[config.mk]
export PLATFORM = sky130hd
export DESIGN_NAME = layer_three_dense
export DESIGN_NICKNAME = d
export VERILOG_FILES = /design/src/rtl/layer_three_dense.sv
export SDC_FILE = /design/constraint.sdc
export NUM_CORES = 1
export LEC_CHECK = 0
export CAP_MARGIN = 20
export CORE_MARGIN = 1.5
export CORE_UTILIZATION = 38
export CTS_CLUSTER_DIAMETER = 40
export DETAILED_ROUTE_END_ITERATION = 12
export GPL_TIMING_DRIVEN = 0
export PLACE_DENSITY = 0.79
export SLEW_MARGIN = 20
export SYNTH_ARGS = -nofsm -noshare
export SYNTH_HDL_FRONTEND = slang
export SYNTH_SLANG_ARGS = --single-unit
[constraint.sdc]
create_clock -name clk -period 7.6 [get_ports clk]
set_input_delay 2.28 -clock clk [delete_from_list [all_inputs] [get_ports clk]]
set_output_delay 2.28 -clock clk [all_outputs]
set_load 0.01 [all_outputs]
[src/rtl/layer_three_dense.sv]
// ============================================================================
// Module   : layer_three_dense
// Brief    : Final binary dense layer. XNOR-popcounts the 196-bit pooled map
//            against streamed per-class weight vectors and reports the argmax.
//            Optional macro LAYER3_SCORE_EN exposes the winning score.
// Revision : 1.0
// ============================================================================
`default_nettype none

module layer_three_dense #(
  parameter int NUM_CLASSES = 10,
  parameter int CHUNK_W     = 28,
  parameter int ADDR_W      = 7
) (
  input  logic                        clk,
  input  logic                        rst,
  input  logic [2:0]                  state,
  input  logic [3:0][6:0][6:0]        feature,
  output logic                        wt_req,
  output logic [ADDR_W-1:0]           wt_addr,
  input  logic [CHUNK_W-1:0]          wt_data,
  input  logic                        wt_valid,
  output logic [3:0]                  class_out,
  output logic                        done
`ifdef LAYER3_SCORE_EN
  ,
  output logic [7:0]                  best_score_out
`endif
);

  localparam int c_NBITS    = 196;
  localparam int c_NCHUNK   = c_NBITS / CHUNK_W;
  localparam int c_CHUNK_BW = (c_NCHUNK > 1) ? $clog2(c_NCHUNK) : 1;

  localparam logic [2:0]            c_S_LAYER_3  = 3'b100;
  localparam logic [c_CHUNK_BW-1:0] c_LAST_CHUNK = c_CHUNK_BW'(c_NCHUNK - 1);
  localparam logic [3:0]            c_LAST_CLASS = 4'(NUM_CLASSES - 1);

  typedef enum logic [1:0] {
    S_IDLE  = 2'd0,
    S_FETCH = 2'd1,
    S_CMP   = 2'd2,
    S_DONE  = 2'd3
  } fsm_state_t;

  fsm_state_t              r_fsm;
  fsm_state_t              w_fsm_nxt;

  logic [3:0]              r_class;
  logic [c_CHUNK_BW-1:0]   r_chunk;
  logic [7:0]              r_acc;
  logic [7:0]              r_best_score;
  logic [3:0]              r_best_class;
  logic [ADDR_W-1:0]       r_wt_addr;
  logic [3:0]              r_class_out;
  logic                    r_done;
`ifdef LAYER3_SCORE_EN
  logic [7:0]              r_best_score_out;
`endif

  logic [c_NBITS-1:0]      w_flat;
  logic [CHUNK_W-1:0]      w_chunk_bits;
  logic [CHUNK_W-1:0]      w_match;
  logic [7:0]              w_pop;
  logic                    w_active;
  logic                    w_xfer;
  logic                    w_last_chunk;
  logic                    w_last_class;
  logic                    w_take;
  logic                    w_req;

  // Packed [f][r][c] ordering already places feature[f][r][c] at f*49+r*7+c.
  assign w_flat = feature;

  always_comb begin
    w_chunk_bits = w_flat[int'(r_chunk) * CHUNK_W +: CHUNK_W];
    w_match      = ~(w_chunk_bits ^ wt_data);
    w_pop        = '0;
    for (int j = 0; j < CHUNK_W; j++) begin
      w_pop = w_pop + 8'(w_match[j]);
    end
  end

  assign w_active     = (state == c_S_LAYER_3);
  assign w_last_chunk = (r_chunk == c_LAST_CHUNK);
  assign w_last_class = (r_class == c_LAST_CLASS);
  // Strict compare so ties keep the earlier (lower) class.
  assign w_take       = (r_class == 4'd0) || (r_acc > r_best_score);
  assign w_xfer       = w_req && wt_valid;

  always_ff @(posedge clk) begin
    if (rst) begin
      r_fsm <= S_IDLE;
    end else begin
      r_fsm <= w_fsm_nxt;
    end
  end

  always_comb begin
    w_fsm_nxt = r_fsm;
    w_req     = 1'b0;
    case (r_fsm)
      S_IDLE: begin
        if (w_active) begin
          w_fsm_nxt = S_FETCH;
        end
      end
      S_FETCH: begin
        w_req = w_active;
        if (!w_active) begin
          w_fsm_nxt = S_IDLE;
        end else if (w_xfer && w_last_chunk) begin
          w_fsm_nxt = S_CMP;
        end
      end
      S_CMP: begin
        if (!w_active) begin
          w_fsm_nxt = S_IDLE;
        end else if (w_last_class) begin
          w_fsm_nxt = S_DONE;
        end else begin
          w_fsm_nxt = S_FETCH;
        end
      end
      S_DONE: begin
        w_fsm_nxt = S_DONE;
      end
      default: begin
        w_fsm_nxt = S_IDLE;
      end
    endcase
  end

  always_ff @(posedge clk) begin
    if (rst) begin
      r_class          <= '0;
      r_chunk          <= '0;
      r_acc            <= '0;
      r_best_score     <= '0;
      r_best_class     <= '0;
      r_wt_addr        <= '0;
      r_class_out      <= '0;
      r_done           <= 1'b0;
`ifdef LAYER3_SCORE_EN
      r_best_score_out <= '0;
`endif
    end else begin
      case (r_fsm)
        S_IDLE: begin
          if (w_active) begin
            r_class   <= '0;
            r_chunk   <= '0;
            r_acc     <= '0;
            r_wt_addr <= '0;
          end
        end
        S_FETCH: begin
          if (!w_active) begin
            r_class   <= '0;
            r_chunk   <= '0;
            r_acc     <= '0;
            r_wt_addr <= '0;
          end else if (w_xfer) begin
            r_acc <= r_acc + w_pop;
            // Address stays on the last word of the class until CMP moves on.
            if (!w_last_chunk) begin
              r_chunk   <= r_chunk + 1'b1;
              r_wt_addr <= r_wt_addr + 1'b1;
            end
          end
        end
        S_CMP: begin
          if (!w_active) begin
            r_class   <= '0;
            r_chunk   <= '0;
            r_acc     <= '0;
            r_wt_addr <= '0;
          end else begin
            if (w_take) begin
              r_best_score <= r_acc;
              r_best_class <= r_class;
            end
            if (w_last_class) begin
              r_class_out      <= w_take ? r_class : r_best_class;
              r_done           <= 1'b1;
`ifdef LAYER3_SCORE_EN
              r_best_score_out <= w_take ? r_acc : r_best_score;
`endif
            end else begin
              r_class   <= r_class + 4'd1;
              r_chunk   <= '0;
              r_acc     <= '0;
              r_wt_addr <= r_wt_addr + 1'b1;
            end
          end
        end
        default: begin
        end
      endcase
    end
  end

  assign wt_req    = w_req;
  assign wt_addr   = r_wt_addr;
  assign class_out = r_class_out;
  assign done      = r_done;
`ifdef LAYER3_SCORE_EN
  assign best_score_out = r_best_score_out;
`endif

endmodule

`default_nettype wire

# Word level (Yosys, flattened, before mapping)

Cells that the tools add are included.

Add/subtract/negate cells: 31
Multipliers: 1
$lt $le $gt $ge: 1
Equal/unequal tests: 12
Shift operators: 1
Muxes and demuxes: 33
Bitwise logic cells: 2
Reductions and logical operators: 13

Operators with widths:

| kind                                                                | number |
|---|---|
| 196-bit by 9-bit indexed part select with 28-bit output             | 1 |
| 8-bit by 1-bit adder with 8-bit output                              | 20 |
| 7-bit 2-to-1 mux                                                    | 6 |
| 8-bit 2-to-1 mux                                                    | 5 |
| 28-bit inverter                                                     | 1 |
| 28-bit XOR                                                          | 1 |
| 8-bit case mux with 3 select lines                                  | 1 |
| 7-bit case mux with 3 select lines                                  | 1 |
| 4-bit 2-to-1 mux                                                    | 5 |
| 3-bit 2-to-1 mux                                                    | 6 |
| 3-bit inequality test (second input constant)                       | 4 |
| 4-bit case mux with 3 select lines                                  | 1 |
| 2-bit 2-to-1 mux                                                    | 5 |
| 3-bit case mux with 3 select lines                                  | 1 |
| 7-bit by 1-bit adder with 8-bit output                              | 1 |
| 8-bit adder                                                         | 1 |
| 8-bit greater-than comparator                                       | 1 |
| 2-bit case mux with 4 select lines                                  | 1 |
| 4-bit AND reduction                                                 | 2 |
| 6-bit by 1-bit adder with 7-bit output                              | 1 |
| 7-bit by 1-bit adder with 7-bit output (second input constant)      | 1 |
| 5-bit by 1-bit adder with 6-bit output                              | 1 |
| 3-bit == test (second input constant)                               | 2 |
| 3-bit by 3-bit multiplier with 6-bit output (second input constant) | 1 |
| 19 further kinds                                                    | 24 |

Flip-flop bits (word level): 41
Word-level logic and storage cells: 103

# Longest topological paths before layout

Word-level depth: 35
Mapped depth: 24
Depth with buffers taken out: 21

# Worst setup path before layout

No wires, ideal clock.

Kind: in2reg
Start: input feature[84] (netlist name)
End: register r_acc[6]
Setup time: 87 ps
Data arrival time: 7678 ps
Required time: 7513 ps
Slack: -165 ps
Stages: 19
Path buffers: 0
Path through: mux4_2 -> o21ai_0 -> xor2_1 -> fa_1 -> inv_1 -> fa_1 -> fa_1 -> fa_1 -> fa_1 -> inv_1 -> fa_1 -> fa_1 -> inv_1 -> fa_1 -> nor2b_1 -> o21a_1 -> o211a_1 -> o21a_1 -> o31ai_1

Word-level cells in the longest chain between the ends: 34

Ends and longest elaborated chain:

| element                                                     | RTL line | source |
|---|---|---|
| from (decl)                                                 | 18       | `input logic [3:0][6:0][6:0] feature,` |
| 196-bit by 9-bit indexed part select with 28-bit output (*) | 76       | `w_chunk_bits = w_flat[int'(r_chunk) * CHUNK_W +: CHUNK_W];` |
| 28-bit XOR (*)                                              | 77       | `w_match = ~(w_chunk_bits ^ wt_data);` |
| 28-bit inverter (*)                                         | 77       |  |
| 1-bit by 1-bit adder with 2-bit output                      | 80       | `w_pop = w_pop + 8'(w_match[j]);` |
| 2-bit by 1-bit adder with 3-bit output                      | 80       |  |
| 3-bit by 1-bit adder with 4-bit output                      | 80       |  |
| 4-bit by 1-bit adder with 5-bit output                      | 80       |  |
| 5-bit by 1-bit adder with 6-bit output                      | 80       |  |
| 6-bit by 1-bit adder with 7-bit output                      | 80       |  |
| 7-bit by 1-bit adder with 8-bit output                      | 80       |  |
| 8-bit by 1-bit adder with 8-bit output (16 in a row)        | 80       |  |
| 8-bit by 1-bit adder with 8-bit output (*) (4 in a row)     | 80       |  |
| 8-bit adder (*)                                             | 164      | `r_acc <= r_acc + w_pop;` |
| 8-bit 2-to-1 mux (*)                                        | 163      | `end else if (w_xfer) begin` |
| 8-bit 2-to-1 mux (*)                                        | 158      | `if (!w_active) begin` |
| 8-bit case mux with 3 select lines (*)                      | 148      | `case (r_fsm)` |
| to (signal assigned)                                        | 164      |  |
| to (decl)                                                   | 51       | `logic [7:0] r_acc;` |

Every way passes the cells marked *; elsewhere a longest branch is shown, timed or not. The select of a mux whose other input is x is not followed.
A chain may end at the register's enable or synchronous reset.

# Worst setup path in the final report

Start: input feature[84] (netlist name)
End: register r_acc[4]

The elaborated chain is that of the path after synthesis.

==> results.txt <==
Status: complete, but fails checks
Failing checks: setup timing
Cells after synthesis: 523
Max-slew headroom: 51.5%
HPWL after detailed placement: 15700 µm
DR pass1 iterations: 5
Comb pwr share: 84.7%
Clock power frac: 7.6%
Wire per inst: 19.3 µm
Post-synthesis adder-cell area fraction: 17.9%
Num CTS Buffers: 5
Ys async rst share: 0%
Switch Pwr: 1.38 mW
Seq/Total Area, Yosys: 17.0%
Synth Cell Area: 0.00482 mm²
Max-Cap Viols: 0
Post-synthesis simple-gate area fraction: 15.1%
Initial DRC count: 260
Post-synthesis register bit count: 41
Initial antenna violation count: 1
Clock skew: 0.00797 ns
Vias per cell: 5.39
Clock Latency Late Sink: 0.28 ns
Tmin final: 7.69 ns
Mean Syn Cell Area: 9.22 µm²
Largest net degree at the start of global routing: 14
Die Span Y: 116 µm
IO Pins: 243
Post-synth EDFFs: 0
PwrDens: 390 mW/mm²
CTS Buffer Depth: 2
Worst-margin pin slew: 0.727 ns
Synth Area in XOR/XNOR: 5.81%
Layout cell share with drive strength beyond 1: 16.4%
Main combinational cell family by area after synthesis: multiplexers
GR Overflow Total: 0
Area of the core: 0.0122 mm²
Most common cell after layout, fill and taps aside: clkdlybuf4s50_1
Mapped Nets: 809
First-pass GRT wire length: 27500 µm
Overall Global Routing Usage: 26.7%
F_max: 0.130 GHz
Number of global-route vias before repair: 5271
CP Launch Type: primary input
Critical Path AT: 7.83 ns
Worst min-delay path class: reg2reg
Total power draw: 2.96 mW
H-tree levels: 2
Number of hold violations in the final report: 0
RSZ-0062 raised after global routing: yes
Cells after DPL: 933
Clk pin slew, worst setup/hold paths: 0.06 ns
Final ANT Viol Nets: 0
Cell Count, Final, Fillers Out: 944
Final Util: 62.3%
Area growth from synthesis to layout: 57.7%
Synthesis Warnings: 0
Site row count: 40
Crit Path Max Fanout: 3
DRC: 0
Peak supply drop: 0.614 mV
Via count: 5084
Multi-input gate area: 0.00384 mm²
Yosys cell types: 52
CTS tree: yes
Die area: 0.0134 mm²
Seq pwr share: 7.6%
Drt total wl: 18300 µm
Compound-Gate Fraction of Synth Area: 16.9%
CP Capture Type: register
Static leakage: 2.92 nW
Sw Share: 46.4%
Fin crit share: 101%
Setup CP Type: in2reg
Port Buffers: 242
Fin nets: 1060
Fill cells: 1051
Clock Sinks: 41
Req. time, crit path: 7.74 ns
Slew Limit Fails: 0
Top FF cell, synth: dfxtp_1
Most frequent cells in the layout: clkdlybuf4s50_1, nand2_1, dfxtp_1
Final WS setup: -0.0859 ns
GPL Wtd Cong: 0.850
Clock root buffer: clkbuf_16
Die W: 116 µm
Reg area: 821 µm²
Int Pwr: 1.59 mW
Final setup fails: 2
Mux contribution to synthesized area: 21.0%
Starting Density: 39.5%
synthesized netlist by cell type, types with 7 or more instances:
cell	count	area, µm²
fa_1	22	440
xnor2_1	19	166
a21oi_1	19	95.1
mux4_2	28	631
nor2_1	23	86.3
mux2i_1	38	380
o211ai_1	29	218
buf_2	7	35.0
inv_1	39	146
o21ai_0	42	210
nand4_1	7	43.8
xor2_1	13	114
nand2b_1	21	131
nand2_1	43	161
ha_1	34	425
clkbuf_1	16	60.1
dfxtp_1	41	821
layer usage:
layer  wire [µm]  global-route usage (%)
met5           0                       0
met4         493                    7.15
met1        7400                    35.0
met2        9430                    46.9
met3         934                    3.09
what timing repair did:
item                                    in CTS  in global routing
pin swaps                                   60                 44
setup buffers                                2                  0
hold buffers                                 0                  0
endpoints found under the setup margin       7                  4
resized for setup                          198                 36
cell families (layout without fill, tap and decap cells):
family | after synthesis | in the layout
buffers and inverters | 70 | 322
XOR/XNOR | 32 | 32
other | 0 | 1
adder cells (fa/ha/maj) | 56 | 56
multiplexers | 66 | 66
AO/OA/AOI/OAI | 124 | 124
AND/OR/NAND/NOR | 134 | 134
flip-flops | 41 | 41
worst max-delay path, cell delays in order:
cell,delay [ns]
buf_6,0.09
mux4_2,0.49
o21ai_4,0.17
xor2_2,0.09
fa_1,0.54
inv_2,0.05
fa_1,0.52
fa_1,0.59
fa_1,0.45
fa_1,0.55
inv_1,0.05
fa_1,0.48
fa_2,0.39
inv_2,0.06
fa_2,0.19
nor2b_1,0.05
o21a_1,0.20
or3_1,0.32
a32oi_1,0.21
nor2_1,0.07
layout make-up:
cell class / instances / area share, %
Inverter: 39 / 1.92
Buffer: 31 / 2.09
Timing Repair Buffer: 244 / 29.8
Sequential cell: 41 / 10.8
Clock buffer: 7 / 2.01
Multi-Input combinational cell: 412 / 50.4
Tap cell: 168 / 2.76
Clock inverter: 1 / 0.115
Antenna cell: 1 / 0.0329
flip-flops by register name, indices dropped and copies added, names as in the netlist:
name and count:
done 1, r_chunk 3, r_fsm 2, class_out 4, r_best_score 8, r_acc 8
r_best_class 4, wt_addr 7, r_class 4
power by group through the flow:
| stage | registers [mW] | clock network (mW) | logic [mW] |
|---|---|---|---|
| after global routing | 0.226 | 0.241 | 2.77 |
| after floorplan | 0.228 | 0 | 1.51 |
| after detailed placement | 0.230 | 0 | 2.04 |
| after global placement | 0.230 | 0 | 1.97 |
| after CTS | 0.226 | 0.230 | 2.20 |
| final | 0.226 | 0.226 | 2.51 |
stage by stage:
step / worst slack (ns) / area (µm²) / setup TNS, ns / hold slack (ns)
4_1_cts: -0.143 / 7510 / -0.210 / 0.478
2_1_floorplan: 0.0292 / 4840 / 0 / 0.449
5_1_grt: -0.209 / 7610 / -0.557 / 0.496
6_report: -0.0859 / 7610 / -0.149 / 0.473
3_3_place_gp: -0.707 / 7470 / -3.45 / 0.459
3_5_place_dp: -0.814 / 7470 / -3.97 / 0.463
final timing paths:
check / startpoint / to / slack (ns) / depth (start not counted)
max reg2reg: r_chunk[1]$_SDFFE_PP0P_ / r_acc[4]$_SDFFE_PP0P_ / 0.97 / 23
min: r_best_score[2]$_SDFFE_PP0P_ / r_best_score[2]$_SDFFE_PP0P_ / 0.47 / 2
min reg2reg: r_best_score[2]$_SDFFE_PP0P_ / r_best_score[2]$_SDFFE_PP0P_ / 0.47 / 2
max: feature[84] / r_acc[4]$_SDFFE_PP0P_ / -0.09 / 20
(Power assumes the default switching activity.)
